**src/rtl/mem_bus_arbiter_pkg.sv**
```systemverilog
// Shared types for the instruction/data memory bus arbiter.
package mem_bus_arbiter_pkg;

    localparam int unsigned ArbStateBus = 3;
    localparam int unsigned SelW        = 4;

    typedef enum logic [ArbStateBus-1:0] {
        ArbIdle,
        ArbGntIf,
        ArbGntData,
        ArbRspIf,
        ArbRspData
    } arb_state_e;

    typedef enum logic {
        GrantIf   = 1'b0,
        GrantData = 1'b1
    } grant_e;

endpackage

```
**src/rtl/mem_bus_arbiter.sv**
```systemverilog
// Shares one single-port synchronous RAM between the fetch and data ports.
// Define MEM_ARB_RR_EN for round-robin tie-breaking; otherwise data wins ties.
module mem_bus_arbiter
    import mem_bus_arbiter_pkg::*;
#(
    parameter int unsigned ADDR_W = 32,
    parameter int unsigned DATA_W = 32
) (
    input  logic              clk,
    input  logic              rst,
    input  logic              if_req,
    input  logic [ADDR_W-1:0] if_addr,
    output logic              if_ack,
    output logic [DATA_W-1:0] if_rdata,
    input  logic              data_req,
    input  logic              data_we,
    input  logic [ADDR_W-1:0] data_addr,
    input  logic [SelW-1:0]   data_sel,
    input  logic [DATA_W-1:0] data_wdata,
    output logic              data_ack,
    output logic [DATA_W-1:0] data_rdata,
    output logic              stall_if,
    output logic              stall_data,
    output logic              ram_ce,
    output logic              ram_we,
    output logic [ADDR_W-1:0] ram_addr,
    output logic [SelW-1:0]   ram_sel,
    output logic [DATA_W-1:0] ram_wdata,
    input  logic [DATA_W-1:0] ram_rdata
);

    arb_state_e state_q, state_d;
    logic       tie_to_data;

    always_ff @(posedge clk) begin
        if (rst) begin
            state_q <= ArbIdle;
        end else begin
            state_q <= state_d;
        end
    end

`ifdef MEM_ARB_RR_EN
    grant_e last_q, last_d;

    // Reset value IF makes data the winner of the first tie.
    always_ff @(posedge clk) begin
        if (rst) begin
            last_q <= GrantIf;
        end else begin
            last_q <= last_d;
        end
    end

    always_comb begin
        last_d = last_q;
        if (state_d == ArbGntIf) begin
            last_d = GrantIf;
        end else if (state_d == ArbGntData) begin
            last_d = GrantData;
        end
    end

    assign tie_to_data = (last_q == GrantIf);
`else
    assign tie_to_data = 1'b1;
`endif

    always_comb begin
        state_d = state_q;
        case (state_q)
            ArbIdle: begin
                if (data_req && (!if_req || tie_to_data)) begin
                    state_d = ArbGntData;
                end else if (if_req) begin
                    state_d = ArbGntIf;
                end
            end
            ArbGntIf:   state_d = ArbRspIf;
            ArbGntData: state_d = ArbRspData;
            // The acked port's request is ignored so the other port gets its turn.
            ArbRspIf:   state_d = data_req ? ArbGntData : ArbIdle;
            ArbRspData: state_d = if_req ? ArbGntIf : ArbIdle;
            default:    state_d = ArbIdle;
        endcase
    end

    always_comb begin
        ram_ce     = 1'b0;
        ram_we     = 1'b0;
        ram_addr   = '0;
        ram_sel    = '0;
        ram_wdata  = '0;
        if_ack     = 1'b0;
        if_rdata   = '0;
        data_ack   = 1'b0;
        data_rdata = '0;
        case (state_q)
            ArbGntIf: begin
                ram_ce   = 1'b1;
                ram_addr = if_addr;
                ram_sel  = {SelW{1'b1}};
            end
            ArbGntData: begin
                ram_ce    = 1'b1;
                ram_we    = data_we;
                ram_addr  = data_addr;
                ram_sel   = data_sel;
                ram_wdata = data_wdata;
            end
            ArbRspIf: begin
                if_ack   = 1'b1;
                if_rdata = ram_rdata;
            end
            ArbRspData: begin
                data_ack   = 1'b1;
                data_rdata = ram_rdata;
            end
            default: ;
        endcase
    end

    assign stall_if   = if_req & ~if_ack;
    assign stall_data = data_req & ~data_ack;

endmodule

```
**config.mk**
```make
export PLATFORM = sky130hd
export DESIGN_NAME = mem_bus_arbiter
export DESIGN_NICKNAME = d
export VERILOG_FILES = /design/src/rtl/mem_bus_arbiter_pkg.sv /design/src/rtl/mem_bus_arbiter.sv
export SDC_FILE = /design/constraint.sdc
export NUM_CORES = 1
export LEC_CHECK = 0
export ABC_CLOCK_PERIOD_IN_PS = 1710
export BUFFER_PORTS_ARGS = -buffer_cell sky130_fd_sc_hd__buf_2
export CAP_MARGIN = 40
export CORE_AREA = 2 2 108 110
export CTS_CLUSTER_DIAMETER = 40
export DETAILED_ROUTE_END_ITERATION = 8
export DIE_AREA = 0 0 110 112
export MAX_ROUTING_LAYER = met4
export PLACE_DENSITY_LB_ADDON = 0.08
export SYNTH_ARGS = -nofsm -noshare
export SYNTH_HDL_FRONTEND = slang
export SYNTH_SLANG_ARGS = --single-unit
```
**constraint.sdc**
```tcl
create_clock -name clk -period 1.71 [get_ports clk]
set_clock_uncertainty 0.05 [all_clocks]
set_input_delay 0.513 -clock clk [delete_from_list [all_inputs] [get_ports clk]]
set_output_delay 0.513 -clock clk [all_outputs]
set_load 0.05 [all_outputs]
```
Word-level counts from Yosys, hierarchy flattened --
Cells that the tools add are included.
Operators by class: eq/ne operators 5, bitwise gates (word level) 4, muxes and demuxes 14, reduce and logical (&&, ||, !) cells 2
Operators with widths (number):
- two-way mux 32 bit | 3
- case mux 32 bit (2 select lines) | 1
- case mux 3 bit (5 select lines) | 1
- case mux 4 bit (2 select lines) | 1
- == test 3 x 2 -> 1 bit, second input constant | 2
- two-way mux 3 bit | 2
- two-way mux 1 bit | 5
- == test 3 x 1 -> 1 bit, second input constant | 1
- == test 3 bit, second input constant | 1
- zero test 3 bit | 1
- != test 3 bit, second input constant | 1
- AND 1 bit | 2
- two-way mux 2 bit | 1
- inverter 1 bit | 2
- OR reduction 2 bit | 1
Storage, ports and cells: register bits after elaboration 3, bits of input ports 137, word-level logic and storage cells 26

Logic depth before layout (Yosys ltp) --
depth after elaboration 4, gate-level depth with buffers 5, gate-level depth less buffers 3

Worst setup path after synthesis --
No wires, ideal clock.
kind reg-to-output, from register state_q[0], to output port ram_addr[4], path buffers 2, cell stages (with the launch flop) 6, slack -512 ps, data arrival time 1659 ps, path through dfxtp_1 -> nor2b_1 -> buf_2 -> buf_2 -> a22oi_1 -> nor2_1
On the way: word-level cells in the longest chain between the ends 2, elaborated cells on any way between the ends 3, those cells by class eq/ne: 2; mux: 1
RTL lines:
- start, declared | line mem_bus_arbiter.sv:32 | arb_state_e state_q, state_d;
- start signal, assigned | line mem_bus_arbiter.sv:37 | state_q <= ArbIdle;
- start signal, assigned | line mem_bus_arbiter.sv:39 | state_q <= state_d;
- == test 3 x 2 -> 1 bit or == test 3 x 1 -> 1 bit (tied branches) | line mem_bus_arbiter.sv:98 | case (state_q)
- case mux 32 bit (2 select lines) * | line mem_bus_arbiter.sv:98
- end, declared | line mem_bus_arbiter.sv:26 | output logic [ADDR_W-1:0] ram_addr,
Mark *: on every way between the ends. The rest lies on a longest branch, timed or not.

Final worst setup path --
from register state_q[0], to output port ram_wdata[15]
On the way: word-level cells in the longest chain between the ends 2
RTL lines:
- == test 3 x 2 -> 1 bit | line mem_bus_arbiter.sv:98
- two-way mux 32 bit | line mem_bus_arbiter.sv:98
- end, declared | line mem_bus_arbiter.sv:28 | output logic [DATA_W-1:0] ram_wdata,
No other way between the ends.

==> results by stage <==
Power:
- The internal portion of total power is 1330 uW.
- The share of total power dissipated in sequential elements is 0.035.
- The power density over the cells is 458 nW/um^2.
- The worst-case IR drop observed on VDD is 0.221 mV.
- The leakage power is 0.00252 uW.
- The net switching fraction of the power is 0.475.
- The logic gate share of total power is 0.814.
- The net load switching power is 1200 uW.
- Of the total power, the clock network draws 0.151.

STA:
- For the pin with the worst max-slew slack, the measured transition is 258 ps.
- The count of final hold-check violations is 0.
- The total count of max-transition violations in the final report is 0.
- The final critical-path required period is 2070 ps.
- In this run the tightest slew margin relative to its limit is 0.828.
- Setup violations remaining at the end of the flow were counted as 138.
- Setup repair after global routing could not meet its margin everywhere.
- The maximum clock frequency is 483 MHz.
- The period utilization is 1.21.
- The setup slack of the critical path after layout is -363 ps.
- Across all hold checks on the routed design, the worst slack comes to 425 ps.

Logic synthesis:
- The complex-gate fraction of the synthesized area is 0.216.
- Of the synthesized area, sequential elements account for 0.0470.
- After synthesis the netlist holds a flip-flop and latch count of 3.
- Counting every instance in the synthesized netlist gives 210.
- Of the post-synthesis cell area, the part taken by muxes is 0.
- The post-synthesis average cell area is 6.09 sq um.
- The cell area after synthesis is 1280 sq um.
- Of the total synthesized cell area, the portion taken by full adders, half adders and majority gates is 0.00783.
- The number of distinct library cell variants in the gate-level netlist after synthesis is 16.
- The combinational family with the most area after synthesis is simple AND/OR/NAND/NOR gates.
- The simple-gate area share of the yosys netlist is 0.650.
- The number of nets produced by synthesis is 347.
- Of the total synthesized cell area, the portion taken by XOR and XNOR cells is 0.
- Yosys printed 0 warnings.

Place:
- The cell count after placement is 618.
- The total placed instance area is 3620 sq um.
- The pre-CTS worst setup slack is -193 ps.
- The quantity of I/O buffers inserted on ports is 274.
- The congestion estimate from routability-driven global placement came to 0.739.
- The half-perimeter wire length after placement is 6150 um.

Clock tree:
- The clock reaches the later pin of the worst-skew pair after 230 ps.
- The number of clock sinks is 3.
- TritonCTS built the clock tree.
- In this run, post-CTS hold repair placed 0 buffers.
- Buffers inserted during clock tree synthesis total 3.
- In this run the deepest clock path goes through 2 buffers.
- Clock-pin slew was measured on the worst setup and hold paths at 30 ps.
- The buffer type at the clock tree root is sky130_fd_sc_hd__clkbuf_16.
- The number of levels in the clock H-tree is 1.

Routing:
- The aggregate routed wire length is 9830 um.
- Before antenna repair, the detailed router went through 4 iterations.
- After detailed routing, the number of remaining DRC violations is 0.
- The number of nets still failing antenna checks after routing is 0.
- In this run, the number of DRC markers left after iteration 0 of detailed routing was 54.
- The wire length per cell is 15.2 um.
- The overall via count from detail_route is 2660.
- Dividing the detail-routed via count by the number of cells gives 4.11.

Finish:
- The area of the multi-input gates is 1850 sq um.
- The post-layout net count is 642.
- After filler insertion, the fill cell instance count of the layout stands at 968.
- The register area is 71.3 sq um.
- Compared with the post-synthesis result, the final layout area differs by 331%.
- Excluding fillers, the count of instances in the completed layout stands at 647.
- Of the cells placed in the final design, the portion with a size suffix greater than 1 is 0.978.
- The largest registers in the layout are state_q: 3 flops.
- The register with the most flip-flops in the layout has 3 of them.
- The final cell area excluding filler cells is 5520 sq um.
- The number of antenna diodes in the final layout is 0.
- The register containing the most flip-flops in the final layout is state_q.

Critical path:
- By startpoint and endpoint, the worst setup path is classified as reg -> out.
- Data on the critical path is required at its endpoint by 1150 ps.
- The startpoint kind of the worst setup timing path is a register.
- STA puts the critical path data arrival time at 1510 ps.
- STA classifies the critical path endpoint as an output port.
- The worst-path maximum fanout is 17.

Global routing:
- The number of antenna violations at the first check in global routing is 0.
- The number of global-route vias before repair was 2612.
- Entering global routing, the biggest net connects 35 pins.
- The remaining global-route overflow is 0.
- In the global route stage, overall resource usage came out at 0.130.
- The first-pass GRT wire length is 12400 um.

Hold path:
- The class of the worst hold path is in -> reg.

Outcome:
- The flow ran to the end, but the final reports show violations.
- The final reports fail on negative setup slack.

Floorplanning:
- The die height is 112 um.
- The floorplan step defined a core boundary enclosing 11200 sq um.
- The die outline width is 110 um.
- The cell row count is 39.
- The area of the die is 12300 sq um.
- The effective utilization at floorplan is 0.114.
- For this design the top-level I/O count stands at 275.

Flow run:
- Across the run, the number of max-cap violations was 0.
[cells in the final DEF (no fill, tap or decap), types with 2 or more instances in the layout]
master | netlist | final
sky130_fd_sc_hd__and2_2 | 0 | 4
sky130_fd_sc_hd__clkbuf_16 | 0 | 11
sky130_fd_sc_hd__a21oi_4 | 0 | 2
sky130_fd_sc_hd__dfxtp_4 | 0 | 3
sky130_fd_sc_hd__a21oi_2 | 0 | 2
sky130_fd_sc_hd__buf_12 | 0 | 9
sky130_fd_sc_hd__nor3b_4 | 0 | 3
sky130_fd_sc_hd__a22oi_2 | 0 | 32
sky130_fd_sc_hd__buf_2 | 12 | 136
sky130_fd_sc_hd__buf_8 | 0 | 121
sky130_fd_sc_hd__nor3_1 | 2 | 2
sky130_fd_sc_hd__nor2b_1 | 5 | 3
sky130_fd_sc_hd__and2_4 | 0 | 92
sky130_fd_sc_hd__buf_4 | 0 | 8
sky130_fd_sc_hd__nor2b_4 | 0 | 2
sky130_fd_sc_hd__buf_16 | 0 | 4
sky130_fd_sc_hd__buf_6 | 0 | 25
sky130_fd_sc_hd__nor2_4 | 0 | 36
[cell families (layout without fill, tap and decap cells)]
| family | count (synthesis) | count (layout) |
|---|---|---|
| AO/OA/AOI/OAI | 38 | 38 |
| buffers and inverters | 23 | 317 |
| adder cells (fa/ha/maj) | 1 | 1 |
| AND/OR/NAND/NOR | 145 | 145 |
| flip-flops | 3 | 3 |
[worst max-delay path, cell delays in order (launching register included)]
cell and delay (ps):
sky130_fd_sc_hd__dfxtp_4 360, sky130_fd_sc_hd__buf_4 140, sky130_fd_sc_hd__nor3b_4 180, sky130_fd_sc_hd__buf_6 150, sky130_fd_sc_hd__clkbuf_16 170, sky130_fd_sc_hd__and2_4 150, sky130_fd_sc_hd__buf_8 140
[cell type report]
class	count	area share
inverter	2	0.00136
tap	143	0.0324
clock buffer	4	0.0143
timing repair buffer	311	0.604
sequential	3	0.0129
multi-input combinational	184	0.335
[stage by stage]
| stage | total power [uW] | utilization | TNS (ps) |
|---|---|---|---|
| 6_report | 2530 | 0.494 | -43510 |
| 5_1_grt | 2640 | 0.494 | -50630 |
| 4_1_cts | 2330 | 0.423 | -42840 |
| 3_5_place_dp | 1620 | 0.324 | -17810 |
| 3_3_place_gp | 1620 | 0.324 | -18780 |
| 2_1_floorplan | 1220 | - | -5460 |
[power groups by stage]
stage	Clock [uW]	Sequential, uW	Combinational, uW
floorplan	0	85.0	1130
global placement	0	91.7	1530
detailed placement	0	91.7	1530
CTS	388	89.1	1850
global route	396	90.9	2150
finish	381	89.1	2060
[Yosys cell counts (all sizes together)]
cell    count  area, sq um
and2       97          607
nor2       37          139
a22oi      32          240
buf        12         60.1
clkbuf      9         33.8
nor2b       5         31.3
a21oi       4         20.0
dfxtp       3         60.1
nor3b       3         37.5
inv         2         7.50
nor3        2         10.0
a31oi       1         6.26
maj3        1         10.0
nand2b      1         6.26
o21ba       1         10.0
[final timing paths]
kind         startpoint       endpoint  slack [ps]  cells past startpoint
max reg2reg  state_q[0]     state_q[2]         380                      6
min reg2reg  state_q[1]     state_q[0]         550                      2
max          state_q[0]  ram_wdata[15]        -360                      6
min                 rst     state_q[2]         420                      2
[per-layer routing]
layer | global-route usage | vias to the layer above | share of wire
met5 | - | - | 0
met4 | 0.0152 | 0 | 0.0049
met3 | 0.0299 | 5 | 0.082
met2 | 0.267 | 146 | 0.59
met1 | 0.120 | 1223 | 0.33
li1 | - | 1286 | -
[repair_timing]
item	in CTS	in global routing
resized for setup	275	171
pin swaps	16	23
endpoints found under the setup margin	138	138
gates cloned	4	10
setup buffers	5	7
No activity file was read; power rests on OpenSTA's default activity.
